**config.mk**
```make
export PLATFORM = sky130hd
export DESIGN_NAME = instr_fetch
export DESIGN_NICKNAME = d
export VERILOG_FILES = /design/src/rtl/instr_fetch.sv
export SDC_FILE = /design/constraint.sdc
export NUM_CORES = 1
export LEC_CHECK = 0
export BUFFER_PORTS_ARGS = -buffer_cell sky130_fd_sc_hd__buf_2
export CORE_ASPECT_RATIO = 1.4
export CORE_MARGIN = 4
export CORE_UTILIZATION = 49
export DETAILED_ROUTE_END_ITERATION = 16
export GPL_ROUTABILITY_DRIVEN = 0
export GPL_TIMING_DRIVEN = 0
export PLACE_DENSITY = 0.87
export SETUP_SLACK_MARGIN = 0.5
export SYNTH_ARGS = -nofsm -noshare
export SYNTH_HDL_FRONTEND = slang
export SYNTH_SLANG_ARGS = --single-unit
```
**constraint.sdc**
```tcl
create_clock -name clk -period 2.75 [get_ports clk]
set_input_delay 0 -clock clk [delete_from_list [all_inputs] [get_ports clk]]
set_output_delay 0 -clock clk [all_outputs]
set_load 0.05 [all_outputs]
```
**src/rtl/instr_fetch.sv**
```systemverilog
// -----------------------------------------------------------------------------
// instr_fetch
//   Instruction fetch stage of the 16-bit single-issue CPU. Keeps the program
//   counter, fetches one instruction word per request over a ready-handshaked
//   memory port, holds it in the instruction register and exposes the decoded
//   fields. A retiring instruction may redirect the next PC (jump / branch).
//
// Ports
//   clk          in   rising-edge clock
//   reset_n      in   asynchronous active-low reset
//   mem_read     out  fetch request, high for the whole FETCH state
//   mem_addr     out  fetch address (the PC)
//   mem_data     in   instruction word, valid with mem_ready
//   mem_ready    in   memory data-valid strobe
//   stall        in   downstream busy; the held instruction does not retire
//   redirect     in   retiring instruction changes flow
//   redirect_pc  in   next PC when redirect is high
//   instr_valid  out  instr and decoded fields are valid
//   instr        out  instruction register
//   opcode/rs/rt/rd/func/imm/target  out  combinational slices of instr
//   pc_out       out  PC of the held instruction
//   pc_plus1     out  pc_out + 1 (JAL link value), wraps
//   num_inst     out  retired-instruction counter, wraps
// -----------------------------------------------------------------------------
module instr_fetch #(
    parameter int                   WORD_SIZE = 16,
    parameter logic [WORD_SIZE-1:0] RESET_PC  = 16'h0000,
    parameter int                   COUNT_W   = 16
) (
    input  logic                 clk,
    input  logic                 reset_n,
    output logic                 mem_read,
    output logic [WORD_SIZE-1:0] mem_addr,
    input  logic [WORD_SIZE-1:0] mem_data,
    input  logic                 mem_ready,
    input  logic                 stall,
    input  logic                 redirect,
    input  logic [WORD_SIZE-1:0] redirect_pc,
    output logic                 instr_valid,
    output logic [WORD_SIZE-1:0] instr,
    output logic [3:0]           opcode,
    output logic [1:0]           rs,
    output logic [1:0]           rt,
    output logic [1:0]           rd,
    output logic [5:0]           func,
    output logic [7:0]           imm,
    output logic [11:0]          target,
    output logic [WORD_SIZE-1:0] pc_out,
    output logic [WORD_SIZE-1:0] pc_plus1,
    output logic [COUNT_W-1:0]   num_inst
);

    typedef enum logic [1:0] {
        S_IDLE  = 2'd0,
        S_FETCH = 2'd1,
        S_HOLD  = 2'd2
    } state_t;

    state_t               r_state;
    state_t               w_next_state;
    logic [WORD_SIZE-1:0] r_pc;
    logic [WORD_SIZE-1:0] r_ir;
    logic [COUNT_W-1:0]   r_num_inst;
    logic                 w_capture;
    logic                 w_retire;

    // Handshake completes only while a request is outstanding; a retire only
    // happens from HOLD with the consumer not stalled.
    assign w_capture = (r_state == S_FETCH) && mem_ready;
    assign w_retire  = (r_state == S_HOLD) && !stall;

    // State register.
    always_ff @(posedge clk or negedge reset_n) begin
        if (!reset_n) begin
            r_state <= S_IDLE;
        end else begin
            r_state <= w_next_state;
        end
    end

    // Next-state logic.
    always_comb begin
        w_next_state = r_state;
        case (r_state)
            S_IDLE: begin
                w_next_state = S_FETCH;
            end
            S_FETCH: begin
                if (mem_ready) begin
                    w_next_state = S_HOLD;
                end else begin
                    w_next_state = S_FETCH;
                end
            end
            S_HOLD: begin
                if (!stall) begin
                    w_next_state = S_FETCH;
                end else begin
                    w_next_state = S_HOLD;
                end
            end
            default: begin
                w_next_state = S_IDLE;
            end
        endcase
    end

    // Program counter: advances or takes the redirect target on retire.
    always_ff @(posedge clk or negedge reset_n) begin
        if (!reset_n) begin
            r_pc <= RESET_PC;
        end else if (w_retire) begin
            if (redirect) begin
                r_pc <= redirect_pc;
            end else begin
                r_pc <= r_pc + {{(WORD_SIZE-1){1'b0}}, 1'b1};
            end
        end else begin
            r_pc <= r_pc;
        end
    end

    // Instruction register: loaded only on the handshake edge.
    always_ff @(posedge clk or negedge reset_n) begin
        if (!reset_n) begin
            r_ir <= {WORD_SIZE{1'b0}};
        end else if (w_capture) begin
            r_ir <= mem_data;
        end else begin
            r_ir <= r_ir;
        end
    end

    // Retired-instruction counter, wraps naturally.
    always_ff @(posedge clk or negedge reset_n) begin
        if (!reset_n) begin
            r_num_inst <= {COUNT_W{1'b0}};
        end else if (w_retire) begin
            r_num_inst <= r_num_inst + {{(COUNT_W-1){1'b0}}, 1'b1};
        end else begin
            r_num_inst <= r_num_inst;
        end
    end

    // Request/valid are pure state decodes so no input reaches them combinationally.
    assign mem_read    = (r_state == S_FETCH);
    assign mem_addr    = r_pc;
    assign instr_valid = (r_state == S_HOLD);

    assign instr    = r_ir;
    assign opcode   = r_ir[15:12];
    assign rs       = r_ir[11:10];
    assign rt       = r_ir[9:8];
    assign rd       = r_ir[7:6];
    assign func     = r_ir[5:0];
    assign imm      = r_ir[7:0];
    assign target   = r_ir[11:0];
    assign pc_out   = r_pc;
    assign pc_plus1 = r_pc + {{(WORD_SIZE-1){1'b0}}, 1'b1};
    assign num_inst = r_num_inst;

endmodule

```
# Word level (Yosys, flattened, before mapping)
# Cells that the tools add are included.
# W data, S select, Z words.
# classes
addsub,2
n_mul,0
div_mod_pow,0
n_lt_le_gt_ge,0
n_eq_ne,2
n_shift,0
muxes,4
bitwise,0
reduce_logical,4
# op_table
operator,count
$add A16 B1 Y16 const B,2
$mux W16,1
$pmux W2 S3,1
$mux W2,2
$eq A2 B1 Y1 const B,1
$eq A2 B2 Y1 const B,1
$logic_and A1 B1 Y1,2
$logic_not A2 Y1,1
$logic_not A1 Y1,1
# totals
regBits,50
latchBits,0
ram_bits,0
romBits,0
input_bits,37
wordCells,16
memories,0

# Logic depth before layout (Yosys ltp)
# Gate-level depths: netlist (run 1).
# depth
depth_word,2
ltp_mapped,6
depth_no_buf,5

# Worst setup path after synthesis (run 1)
# Ideal clock, no wire load.
# synth_path
kind,flip-flop to flip-flop
startpoint,reg r_pc[2] (netlist: mem_addr[2])
endpoint,reg r_pc[5] (netlist: mem_addr[5])
t_arrival_ns,2.291
setup_slack_ns,0.390
stages_incl_launch_ff,6
n_path_buf,1
period_less_slack_ns,2.360
cell_sequence,dfrtp_1 > buf_2 > and3_1 > nand3_1 > xnor2_1 > a31o_1
# synth_between
elab_chain_cells,2
# synth_lines
item,line_no,source
"start, declared",61,logic [WORD_SIZE-1:0] r_pc;
"start signal, assigned",114,r_pc <= redirect_pc;
"start signal, assigned",116,"r_pc <= r_pc + {{(WORD_SIZE-1){1'b0}}, 1'b1};"
"start signal, assigned",119,r_pc <= r_pc;
$add A16 B1 Y16,n/a,
via pc_plus1[5],49,"output logic [WORD_SIZE-1:0] pc_plus1,"
$mux W16,113,if (redirect) begin
# The timed path passes the listed nets, and every way through them passes these cells.
# A chain may end at the register's enable or synchronous reset.

# Final worst setup path (run 1)
# layout_path
startpoint,reg r_pc[2] (netlist: mem_addr[2])
endpoint,out pc_plus1[13]
# layout_between
elab_chain_cells,1
# layout_lines
item,line_no,source
$add A16 B1 Y16,159,"assign pc_plus1 = r_pc + {{(WORD_SIZE-1){1'b0}}, 1'b1};"
"end, declared",49,
# No other way between the ends.

==> reports/qor.txt, run 1 <==
outcome -> completed
Critical Path Sink Type -> output pin
fraction of synthesis flops using an asynchronous set or reset pin -> 100%
Fmax -> 0.477 GHz
total number of H-tree levels -> 2
share of post-route cells with drive strength above 1 -> 51.6%
number of antenna violations at the first check in global routing -> 0
actual slew at the worst max-slew pin -> 1.12 ns
Crit path top cell by count -> sky130_fd_sc_hd__buf_2
ratio of final minimum period to clock period -> 76.3%
largest delay contributor family on the critical path -> simple AND/OR/NAND/NOR gates
Root Buffer Master -> sky130_fd_sc_hd__clkbuf_8
endpoints failing hold -> 0
Total Nets Final -> 528
number of vias after detailed routing -> 2,812
Post-Place Cells -> 526
worst clock skew -> 0.00907 ns
clock slew at reported path FFs -> 0.10 ns
area of the placeable core -> 5860 sq um
Area growth, synth to finish -> 43.9%
final max-slew violation count -> 0
critical path startpoint category -> flip-flop
Worst Path Class, Setup -> flip-flop to output pin
Critical Path Start -> mem_addr[2]
number of library cell types mapped by synthesis -> 41
clock buffers created by TritonCTS -> 5
Primary FF master, synth -> sky130_fd_sc_hd__dfrtp_1
Max FO, Critical Path -> 9
critical path's slowest cell -> sky130_fd_sc_hd__nor4_2
final routed wire length divided by cell count -> 14.4 microns
nets in the synthesized netlist -> 341
Die W -> 73.6 microns
Initial Util -> 50.3%
endpoint required time on the critical path -> 2.75 ns
fillers -> 447
number of detailed-routing iterations run before antenna repair -> 4
number of flip-flops and latches in the synthesized netlist -> 50
number of enable flip-flop cells after synthesis -> 0
overflow left after global routing -> 0
Boundary Pins -> 155
cell count after synthesis -> 302
path type of the worst min-delay path -> input port to flip-flop
number of antenna repair diodes -> 0
global-route wire length before repair -> 13,100 microns
part of the Yosys area used for sequential elements -> 42.4%
cell chain of the critical path -> buf_2 > nand4_1 > nor4_2 > xor2_2 > buf_2
synthesis warning total -> 0
overall fraction of global-route tracks in use -> 22.3%
Critical Path AT -> 2.10 ns
Slowest Stage Delay on Critical Path -> 0.52 ns
total number of clock tree sinks -> 50
min cycle time layout -> 2.10 ns
largest net degree at the start of global routing -> 51
post-synthesis average cell area -> 9.77 sq um
post-route insts no fill -> 560
Chip Height -> 99.8 microns
maximum clock path buffer count -> 2
Worst-Skew Late Latency -> 0.30 ns
Setup TNS Final -> 0 ns
initial detailed-routing violation count -> 112
clock tree from TritonCTS -> built
routed wire length -> 8050 microns
buffer count from post-CTS setup fixing -> 0
Cell Rows -> 33
DRC errors left -> 0
Hold Startpoint -> redirect_pc[5]
number of global-route vias before repair -> 2,835
area of the die -> 7340 sq um
Port Buffer Count -> 154
number of endpoints failing setup at the final stage -> 0
antenna-violating nets left -> 0
worst relative slew slack -> 25.1%
Final HPWL DP -> 5880 microns
max-capacitance violation count -> 0
origin of the critical flop-to-flop path -> mem_addr[1]
post-synthesis instance area -> 2950 sq um
buffering stage count on the worst path with inverters included -> 2
RSZ-0062 raised after global routing -> false
via/cell ratio -> 5.02
==> layout make-up <==
| class | count | area [sq um] | share of cell area [%] |
|---|---|---|---|
| Multi-Input combinational cell | 183 | 1320 | 31.0 |
| Tap cell | 70 | 87.6 | 2.06 |
| Clock inverter | 2 | 12.5 | 0.295 |
| Inverter | 4 | 15.0 | 0.354 |
| Buffer | 65 | 445 | 10.5 |
| Sequential cell | 50 | 1250 | 29.5 |
| Timing Repair Buffer | 180 | 1030 | 24.3 |
| Clock buffer | 6 | 82.6 | 1.95 |
==> flip-flops by register name (all words and copies together) (netlist names) <==
register	cells
instr	16
mem_addr	16
num_inst	16
r_state	2
==> placed cells by master (no fill, tap or decap), types with 2 or more instances in the layout <==
cell type,instances
sky130_fd_sc_hd__a21oi_1,4
sky130_fd_sc_hd__a22oi_1,2
sky130_fd_sc_hd__a311o_1,2
sky130_fd_sc_hd__a31o_1,2
sky130_fd_sc_hd__a31oi_1,2
sky130_fd_sc_hd__and3_1,5
sky130_fd_sc_hd__buf_2,159
sky130_fd_sc_hd__buf_4,52
sky130_fd_sc_hd__clkbuf_1,7
sky130_fd_sc_hd__clkbuf_8,6
sky130_fd_sc_hd__dfrtp_1,49
sky130_fd_sc_hd__dlygate4sd3_1,26
sky130_fd_sc_hd__ha_1,2
sky130_fd_sc_hd__inv_1,4
sky130_fd_sc_hd__mux2_2,16
sky130_fd_sc_hd__mux2i_1,3
sky130_fd_sc_hd__nand2_1,32
sky130_fd_sc_hd__nand3_1,22
sky130_fd_sc_hd__nand4_1,6
sky130_fd_sc_hd__nor2_1,12
sky130_fd_sc_hd__nor2b_1,4
sky130_fd_sc_hd__nor3_1,7
sky130_fd_sc_hd__nor3b_1,2
sky130_fd_sc_hd__nor4_2,2
sky130_fd_sc_hd__o21a_1,2
sky130_fd_sc_hd__o21ai_0,8
sky130_fd_sc_hd__o21ai_1,2
sky130_fd_sc_hd__o22a_1,2
sky130_fd_sc_hd__xnor2_1,15
sky130_fd_sc_hd__xnor2_2,5
sky130_fd_sc_hd__xor2_1,6
sky130_fd_sc_hd__xor2_2,3
==> cells by family (layout without fill, tap and decap cells) <==
family | count (synthesis) | in the layout | synth area share (%)
AOI/OAI and AO/OA | 31 | 31 | 7.04
xor gates and xnor gates | 29 | 29 | 8.61
DFF | 50 | 50 | 42.4
muxes | 19 | 19 | 7.13
and+or+nand+nor | 102 | 102 | 18.3
adders and majority gates | 2 | 2 | 0.848
buffers and inverters | 69 | 257 | 15.6
==> repair_timing <==
| item | CTS | global route |
|---|---|---|
| gates resized for setup | 1 | 3 |
| hold buffers | 26 | 0 |
| setup endpoints to repair | 1 | 3 |
| cloned | 0 | 0 |
| hold endpoints to repair | 75 | 0 |
==> worst reg2reg max path, cell delays in order, from the launching register on <==
cell,delay [ns]
sky130_fd_sc_hd__dfrtp_1,0.46
sky130_fd_sc_hd__ha_1,0.34
sky130_fd_sc_hd__nand3_2,0.20
sky130_fd_sc_hd__nor2_2,0.23
sky130_fd_sc_hd__nand2_1,0.14
sky130_fd_sc_hd__a311o_1,0.37
==> through the flow <==
stage          setup slack [ns]  cell area (sq um)  util (%)  hold slack (ns)
2_1_floorplan             0.522               3010         -           -0.296
3_3_place_gp              0.836               3870      66.0            0.197
3_5_place_dp              0.770               3870      66.0            0.202
4_1_cts                   0.511               4230      72.1          0.00425
5_1_grt                   0.528               4240      72.4           0.0314
6_report                  0.653               4240      72.4           0.0232
==> routing by layer <==
metal | part of all wire (%) | up-vias | GRT usage, %
li1 | - | 1355 | -
met1 | 36 | 1323 | 25.7
met2 | 55 | 124 | 40.7
met3 | 7.7 | 10 | 4.01
met4 | 1.3 | 0 | 6.69
met5 | 0 | - | 0
==> synth_stat cells (3+ instances only) <==
| cell | instances | area share (%) |
|---|---|---|
| sky130_fd_sc_hd__buf_4 | 52 | 13 |
| sky130_fd_sc_hd__dfrtp_1 | 50 | 42 |
| sky130_fd_sc_hd__nand2_1 | 32 | 4.1 |
| sky130_fd_sc_hd__nand3_1 | 23 | 3.9 |
| sky130_fd_sc_hd__xnor2_1 | 20 | 5.9 |
| sky130_fd_sc_hd__mux2_2 | 16 | 6.1 |
| sky130_fd_sc_hd__nor2_1 | 12 | 1.5 |
| sky130_fd_sc_hd__xor2_1 | 9 | 2.7 |
| sky130_fd_sc_hd__nor3_1 | 8 | 1.4 |
| sky130_fd_sc_hd__o21ai_0 | 8 | 1.4 |
| sky130_fd_sc_hd__clkbuf_1 | 7 | 0.89 |
| sky130_fd_sc_hd__nand4_1 | 6 | 1.3 |
| sky130_fd_sc_hd__and3_1 | 5 | 1.1 |
| sky130_fd_sc_hd__buf_2 | 5 | 0.85 |
| sky130_fd_sc_hd__a21oi_1 | 4 | 0.68 |
| sky130_fd_sc_hd__inv_1 | 4 | 0.51 |
| sky130_fd_sc_hd__nor2b_1 | 4 | 0.85 |
| sky130_fd_sc_hd__mux2i_1 | 3 | 1.0 |
| sky130_fd_sc_hd__nor4_2 | 3 | 1.3 |
==> path summary, 6_finish.rpt <==
check / endpoint / slack (ns) / cells past startpoint
worst max-delay path: pc_plus1[13] / 0.65 / 5
worst min-delay path: mem_addr[5] / 0.02 / 4
worst max register to register: mem_addr[14] / 0.89 / 5
worst min register to register: num_inst[15] / 0.49 / 1
max in group asynchronous: mem_addr[0] / 1.53 / 2
min in group asynchronous: mem_addr[10] / 0.46 / 2
Power of run 1 is not shown: default switching activity piles up to over one toggle a cycle in this logic, so the estimate is an artifact.
==> inputs of run 2 (changes only) <==
--- a/config.mk
+++ b/config.mk
@@ -8,11 +8,11 @@
 export BUFFER_PORTS_ARGS = -buffer_cell sky130_fd_sc_hd__buf_2
 export CORE_ASPECT_RATIO = 1.4
 export CORE_MARGIN = 4
-export CORE_UTILIZATION = 49
+export CORE_UTILIZATION = 46
 export DETAILED_ROUTE_END_ITERATION = 16
 export GPL_ROUTABILITY_DRIVEN = 0
 export GPL_TIMING_DRIVEN = 0
-export PLACE_DENSITY = 0.87
+export PLACE_DENSITY = 0.82
 export SETUP_SLACK_MARGIN = 0.5
 export SYNTH_ARGS = -nofsm -noshare
 export SYNTH_HDL_FRONTEND = slang
==> constraint.sdc (replaced) <==
create_clock -name clk -period 2 [get_ports clk]
set_input_delay 0 -clock clk [delete_from_list [all_inputs] [get_ports clk]]
set_output_delay 0 -clock clk [all_outputs]
set_load 0.05 [all_outputs]
==> run 2 against run 1 <==
  * Clock skew is essentially flat
  * Global-route usage increased by 3.8 points
  * Setup slack lost 0.56 ns
  * Design area rose by 28%
  * First-iteration DRC count up 40%
  * Critical path type is now flip-flop to flip-flop
  * Critical endpoint is now mem_addr[11]
  * Highest routed layer unchanged
==> reports/qor.txt, run 2 (synthesized netlist as in run 1, its figures left out) <==
outcome -> completed (unchanged)
maximum clock path buffer count -> 2 (unchanged)
number of detailed-routing iterations run before antenna repair -> 4 (unchanged)
Chip Height -> 103 microns (was 99.8 microns)
M1 WL -> 4010 microns (was 2930 microns)
Root Buffer Master -> sky130_fd_sc_hd__clkbuf_8 (unchanged)
clock buffers created by TritonCTS -> 5 (unchanged)
initial detailed-routing violation count -> 157 (was 112)
Initial Util -> 47.5% (was 50.3%)
met2 layer wire length in the routed design -> 6340 microns (was 4400 microns)
min cycle time layout -> 1.91 ns
global-route wire length before repair -> 15,500 microns (was 13,100 microns)
Total Nets Final -> 581 (was 528)
critical path startpoint category -> flip-flop (unchanged)
Fmax -> 0.524 GHz
routed wire length -> 11,800 microns (was 8050 microns)
top routing layer in use -> met4 (unchanged)
Port Buffer Count -> 154 (unchanged)
Critical Path AT -> 2.08 ns (was 2.10 ns)
Area growth, synth to finish -> 84.9% (was 43.9%)
actual slew at the worst max-slew pin -> 0.691 ns (was 1.12 ns)
number of antenna repair diodes -> 0 (unchanged)
Worst-Skew Late Latency -> 0.30 ns (about the same)
number of antenna violations at the first check in global routing -> 0 (unchanged)
clock slew at reported path FFs -> 0.10 ns (about the same)
worst relative slew slack -> 53.9% (was 25.1%)
clock tree from TritonCTS -> built (unchanged)
area of the placeable core -> 6210 sq um (was 5860 sq um)
Cell Rows -> 34 (was 33)
max-capacitance violation count -> 0 (unchanged)
overall fraction of global-route tracks in use -> 26.0% (was 22.3%)
total number of clock tree sinks -> 50 (unchanged)
Slowest Stage Delay on Critical Path -> 0.41 ns (was 0.52 ns)
final routed wire length divided by cell count -> 19.1 microns (was 14.4 microns)
total number of H-tree levels -> 2 (unchanged)
area of the die -> 7770 sq um (was 7340 sq um)
Worst Path Class, Setup -> flip-flop to flip-flop (was flip-flop to output pin)
RSZ-0062 raised after global routing -> true (was false)
DR WL met3 -> 1020 microns (was 616 microns)
multi-input combinational cell area -> 1800 sq um (was 1320 sq um)
Final HPWL DP -> 6210 microns (was 5880 microns)
fin area -> 5450 sq um (was 4240 sq um)
via/cell ratio -> 5.35 (was 5.02)
endpoint required time on the critical path -> 2.17 ns (was 2.75 ns)
worst clock skew -> 0.00937 ns (was 0.00907 ns)
Setup TNS Final -> 0 ns (unchanged)
share of post-route cells with drive strength above 1 -> 69.8% (was 51.6%)
Sequential cell area -> 1290 sq um (was 1250 sq um)
endpoints failing hold -> 0 (unchanged)
number of global-route vias before repair -> 3,172 (was 2,835)
most common cell after layout, fill and taps aside -> sky130_fd_sc_hd__buf_2 (unchanged)
Die W -> 75.7 microns (was 73.6 microns)
number of endpoints failing setup at the final stage -> 0 (unchanged)
commonest cells after routing, fill and taps aside -> sky130_fd_sc_hd__buf_2 (140), sky130_fd_sc_hd__buf_4 (85), sky130_fd_sc_hd__buf_6 (31) (was sky130_fd_sc_hd__buf_2 (159), sky130_fd_sc_hd__buf_4 (52), sky130_fd_sc_hd__dfrtp_1 (49))
Crit path top cell by count -> sky130_fd_sc_hd__buf_4 (was sky130_fd_sc_hd__buf_2)
largest net degree at the start of global routing -> 51 (unchanged)
Boundary Pins -> 155 (unchanged)
worst-case reg-to-reg path depth -> 8 (was 5)
cell chain of the critical path -> buf_6 > nand4_4 > buf_12 > buf_4 > nor3_4 > buf_4 > mux2i_1 > nand3_1 (was buf_2 > nand4_1 > nor4_2 > xor2_2 > buf_2)
path type of the worst min-delay path -> input port to flip-flop (unchanged)
number of vias after detailed routing -> 3,288 (was 2,812)
setup slack of the most critical reg-to-reg path -> 0.09 ns (was 0.89 ns)
overflow left after global routing -> 0 (unchanged)
DRC errors left -> 0 (unchanged)
ratio of final minimum period to clock period -> 95.4%
final max-slew violation count -> 0 (unchanged)
antenna-violating nets left -> 0 (unchanged)
hold-critical path depth -> 4 (unchanged)
dpl cell area -> 4190 sq um (was 3870 sq um)
critical path's slowest cell -> sky130_fd_sc_hd__dfrtp_2 (was sky130_fd_sc_hd__nor4_2)
fillers -> 312 (was 447)
Max FO, Critical Path -> 8 (was 9)
Critical Path Sink Type -> flip-flop (was output pin)
## run 2: cell types whose count changed in the layout (fill, tap and decap cells not counted), moves of 5 or more
cell                      previous run  this run
sky130_fd_sc_hd__nand3_1            22        17
sky130_fd_sc_hd__buf_6               0        31
sky130_fd_sc_hd__buf_2             159       140
sky130_fd_sc_hd__xnor2_4             0         7
sky130_fd_sc_hd__xor2_4              0         5
sky130_fd_sc_hd__nor2_1             12         6
sky130_fd_sc_hd__nand2_1            32        25
sky130_fd_sc_hd__dfrtp_2             1        25
sky130_fd_sc_hd__nand3_4             0         5
sky130_fd_sc_hd__buf_4              52        85
sky130_fd_sc_hd__dfrtp_1            49        24
sky130_fd_sc_hd__nor3_1              7         2
## run 2: path summary, 6_finish.rpt
check	start	to
worst max-delay path	mem_addr[3]	mem_addr[11]
worst min-delay path	redirect_pc[15]	mem_addr[15]
worst max register to register	mem_addr[3]	mem_addr[11]
worst min register to register	num_inst[15]	num_inst[15]
max in group asynchronous	reset_n	mem_addr[0]
min in group asynchronous	reset_n	mem_addr[15]
## run 2: metal layers
metal | vias to the layer above | track usage [%]
li1 | 1464 | -
met1 | 1578 | 28.8
met2 | 205 | 47.9
met3 | 41 | 5.27
met4 | 0 | 9.42
met5 | - | 0
## run 2: area by class of cell
cell class,count,share of cell area [%]
clock inverter,2,0.689
tap,72,1.65
sequential,50,23.6
multi-input combinational,183,33.1
clock buffer,6,1.33
buffer,65,9.34
timing repair buffer,233,30.1
inverter,4,0.275
## run 2: stage by stage
step	utilization [%]	instances	hold slack [ns]	setup slack [ns]
2_1_floorplan	-	302	-0.296	0.224
3_3_place_gp	67.5	528	0.232	0.279
3_5_place_dp	67.5	528	0.234	0.246
4_1_cts	82.8	600	0.0116	0.192
5_1_grt	87.8	615	0.0648	0.0366
6_report	87.8	615	0.0281	0.0913
## run 2: worst max-delay path: cells and delay by family, from the launching register on
family	cells	cell delay [ns]
buf+inv	4	0.61
flops	1	0.41
mux	1	0.25
simple gates	3	0.51
## run 2: repair_timing
| action | 4_1_cts | 5_1_grt |
|---|---|---|
| setup buffers | 37 | 15 |
| resized for setup | 68 | 50 |
| pin swaps | 27 | 26 |
| endpoints found under the setup margin | 43 | 55 |
| hold buffers | 26 | 0 |
| gates cloned | 1 | 0 |
| endpoints found under the hold margin | 75 | 0 |
Power of run 2 is left out for the same reason.
==> inputs of run 3 (changes only) <==
--- a/config.mk
+++ b/config.mk
@@ -5,10 +5,11 @@
 export SDC_FILE = /design/constraint.sdc
 export NUM_CORES = 1
 export LEC_CHECK = 0
+export ABC_AREA = 1
 export BUFFER_PORTS_ARGS = -buffer_cell sky130_fd_sc_hd__buf_2
 export CORE_ASPECT_RATIO = 1.4
 export CORE_MARGIN = 4
-export CORE_UTILIZATION = 46
+export CORE_UTILIZATION = 47
 export DETAILED_ROUTE_END_ITERATION = 16
 export GPL_ROUTABILITY_DRIVEN = 0
 export GPL_TIMING_DRIVEN = 0
==> run 3 against run 2 <==
  * Sequential cell count did not move
  * Cell count rose by 11%
  * Highest routed layer unchanged
  * Critical path depth decreased by 2
  * Area after synthesis rose by 7.3%
  * Critical endpoint is now pc_plus1[13]
  * Sequential share of layout area increased by 1.9 points
  * Clock-buffer cell count unchanged
  * Hold slack worse by 0.019 ns
  * First-iteration DRC count is 24% lower
  * Die area is 4.6% higher
  * Synthesized cell count is 29% higher
  * Critical path type is now flip-flop to output pin
==> reports/qor.txt, run 3 <==
worst relative slew slack -> 53.3% (was 53.9%)
via/cell ratio -> 4.98 (was 5.35)
pre-CTS setup slack -> 0.461 ns (was 0.246 ns)
Area growth, synth to finish -> 58.9% (was 84.9%)
post-synthesis instance area -> 3170 sq um (was 2950 sq um)
Fmax -> 0.598 GHz (was 0.524 GHz)
final routed wire length divided by cell count -> 15.1 microns (was 19.1 microns)
worst clock skew -> 0.00736 ns (was 0.00937 ns)
number of endpoints failing setup at the final stage -> 0 (unchanged)
Port Buffer Count -> 154 (unchanged)
nets in the synthesized netlist -> 429 (was 341)
critical path startpoint category -> flip-flop (unchanged)
max-capacitance violation count -> 0 (unchanged)
largest net degree at the start of global routing -> 51 (unchanged)
overall fraction of global-route tracks in use -> 23.7% (was 26.0%)
number of detailed-routing iterations run before antenna repair -> 5 (was 4)
overflow left after global routing -> 0 (unchanged)
origin of the critical flop-to-flop path -> mem_addr[0] (was mem_addr[3])
clock buffers created by TritonCTS -> 5 (unchanged)
clock slew at reported path FFs -> 0.09 ns (was 0.10 ns)
Cell Rows -> 35 (was 34)
met3 Track Usage GR -> 3.71% (was 5.27%)
Critical Path Start -> mem_addr[0] (was mem_addr[3])
Primary FF master, synth -> sky130_fd_sc_hd__dfrtp_1 (unchanged)
cell types with the largest area share after synthesis -> sky130_fd_sc_hd__dfrtp_1 (40%), sky130_fd_sc_hd__buf_4 (13%), sky130_fd_sc_hd__nand2_1 (12%) (was sky130_fd_sc_hd__dfrtp_1 (42%), sky130_fd_sc_hd__buf_4 (13%), sky130_fd_sc_hd__mux2_2 (6.1%))
outcome -> completed (unchanged)
Worst Path Class, Setup -> flip-flop to output pin (was flip-flop to flip-flop)
Final HPWL DP -> 6700 microns (was 6210 microns)
endpoint required time on the critical path -> 2.00 ns (was 2.17 ns)
clock tree from TritonCTS -> built (unchanged)
synthesis warning total -> 0 (unchanged)
RSZ-0062 raised after global routing -> true (unchanged)
commonest cells after routing, fill and taps aside -> sky130_fd_sc_hd__buf_2 (143), sky130_fd_sc_hd__nand2_1 (84), sky130_fd_sc_hd__buf_4 (84) (was sky130_fd_sc_hd__buf_2 (140), sky130_fd_sc_hd__buf_4 (85), sky130_fd_sc_hd__buf_6 (31))
GR Util met1 -> 25.0% (was 28.8%)
antenna-violating nets left -> 0 (unchanged)
cell taking the most area after synthesis -> sky130_fd_sc_hd__dfrtp_1 (unchanged)
fraction of synthesis flops using an asynchronous set or reset pin -> 100% (unchanged)
Chip Height -> 105 microns (was 103 microns)
Root Buffer Master -> sky130_fd_sc_hd__clkbuf_8 (unchanged)
number of global-route vias before repair -> 3,325 (was 3,172)
Initial Util -> 48.2% (was 47.5%)
number of flip-flops and latches in the synthesized netlist -> 50 (unchanged)
number of antenna violations at the first check in global routing -> 0 (unchanged)
number of antenna repair diodes -> 0 (unchanged)
total number of H-tree levels -> 2 (unchanged)
cell with the most instances after synthesis -> sky130_fd_sc_hd__nand2_1 (was sky130_fd_sc_hd__buf_4)
endpoints failing hold -> 0 (unchanged)
path type of the worst min-delay path -> input port to flip-flop (unchanged)
grt peak-use layer -> met2 (unchanged)
leading cell types by count after synthesis -> sky130_fd_sc_hd__nand2_1 (99), sky130_fd_sc_hd__buf_4 (53), sky130_fd_sc_hd__dfrtp_1 (50) (was sky130_fd_sc_hd__buf_4 (52), sky130_fd_sc_hd__dfrtp_1 (50), sky130_fd_sc_hd__nand2_1 (32))
cell count after synthesis -> 390 (was 302)
total number of clock tree sinks -> 50 (unchanged)
Die W -> 77.4 microns (was 75.7 microns)
Boundary Pins -> 155 (unchanged)
Final Worst Setup Slack -> 0.329 ns (was 0.0913 ns)
initial detailed-routing violation count -> 119 (was 157)
post-synthesis average cell area -> 8.12 sq um (was 9.77 sq um)
Total Nets Final -> 644 (was 581)
number of vias after detailed routing -> 3,389 (was 3,288)
Max FO, Critical Path -> 4 (was 8)
Worst-Skew Late Latency -> 0.30 ns (about the same)
area of the placeable core -> 6570 sq um (was 6210 sq um)
part of the Yosys area used for sequential elements -> 39.5% (was 42.4%)
Setup TNS Final -> 0 ns (unchanged)
number of library cell types mapped by synthesis -> 34 (was 41)
Yosys top cell area share -> 39.5% (was 42.4%)
final max-slew violation count -> 0 (unchanged)
DRC errors left -> 0 (unchanged)
Critical Path AT -> 1.67 ns (was 2.08 ns)
routed wire length -> 10,200 microns (was 11,800 microns)
ratio of final minimum period to clock period -> 83.6% (was 95.4%)
met2 capacity usage during global routing -> 45.2% (was 47.9%)
maximum clock path buffer count -> 2 (unchanged)
Hold Startpoint -> redirect_pc[5] (was redirect_pc[15])
global-route wire length before repair -> 15,500 microns (about the same)
area of the die -> 8130 sq um (was 7770 sq um)
Critical Path Sink Type -> output pin (was flip-flop)
actual slew at the worst max-slew pin -> 0.701 ns (was 0.691 ns)
most common cell after layout, fill and taps aside -> sky130_fd_sc_hd__buf_2 (unchanged)
share of post-route cells with drive strength above 1 -> 56.8% (was 69.8%)
min cycle time layout -> 1.67 ns (was 1.91 ns)
number of enable flip-flop cells after synthesis -> 0 (unchanged)
run 3: cell count changes in the layout (fill, tap and decap cells not counted), moves of 9 or more:
| cell | delta |
|---|---|
| sky130_fd_sc_hd__xnor2_1 | -9 |
| sky130_fd_sc_hd__nand2_1 | +59 |
| sky130_fd_sc_hd__inv_1 | +29 |
| sky130_fd_sc_hd__nor2_1 | +26 |
| sky130_fd_sc_hd__buf_6 | -18 |
run 3: worst paths after layout:
| path | end | slack [ns] | cells past startpoint |
|---|---|---|---|
| worst max-delay path | pc_plus1[13] | 0.33 | 6 |
| worst min-delay path | mem_addr[5] | 0.009 | 3 |
| worst max register to register | mem_addr[10] | 0.38 | 9 |
| worst min register to register | num_inst[5] | 0.50 | 1 |
| max in group asynchronous | mem_addr[0] | 1.17 | 2 |
| min in group asynchronous | num_inst[8] | 0.31 | 2 |
run 3: logic make-up after synthesis:
| logic type | count (synthesis) | synth area share [%] |
|---|---|---|
| AO/OA/AOI/OAI | 24 | 4.59 |
| XOR/XNOR | 15 | 4.62 |
| adder cells (fa/ha/maj) | 2 | 0.790 |
| buffers and inverters | 98 | 18.3 |
| flip-flops | 50 | 39.5 |
| multiplexers | 16 | 5.69 |
| AND/OR/NAND/NOR | 185 | 26.5 |
run 3: layer usage:
metal  vias up  share of wire, %
met4         0               2.9
met3        27               6.8
met1      1590                35
li1       1596                 -
met2       176                55
met5         -                 0
run 3: final cells by class:
cell class | count | area [sq um]
flip-flops and latches | 50 | 1280
plain buffers | 60 | 438
multi-input cells | 242 | 1610
clock inverters | 2 | 37.5
clock buffers | 6 | 72.6
fillers | 429 | 1540
repair buffers | 208 | 1350
inverters | 38 | 146
well taps | 74 | 92.6
run 3: critical path, cell delays in order, from the launching register on:
cell,delay [ns]
sky130_fd_sc_hd__dfrtp_4,0.46
sky130_fd_sc_hd__buf_4,0.13
sky130_fd_sc_hd__nand3_4,0.10
sky130_fd_sc_hd__nor2_4,0.22
sky130_fd_sc_hd__nand4_1,0.16
sky130_fd_sc_hd__nand2_1,0.14
sky130_fd_sc_hd__buf_6,0.17
run 3: metrics by stage:
step / utilization (%) / std cells / hold slack, ns / cell area, sq um
6_report: 76.6 / 680 / 0.00895 / 5030
5_1_grt: 76.6 / 680 / 0.00839 / 5030
4_1_cts: 72.8 / 665 / 0.000163 / 4780
3_5_place_dp: 64.0 / 618 / 0.220 / 4200
3_3_place_gp: 64.0 / 618 / 0.215 / 4200
2_1_floorplan: - / 390 / -0.296 / 3340
run 3: what timing repair did:
item | in CTS | in global routing
endpoints found under the hold margin | 69 | 0
pin swaps | 12 | 23
buffers inserted | 19 | 15
gates cloned | 0 | 0
hold buffers | 20 | 0
endpoints found under the setup margin | 13 | 25
gates resized for setup | 34 | 39
Power of run 3 is left out for the same reason.
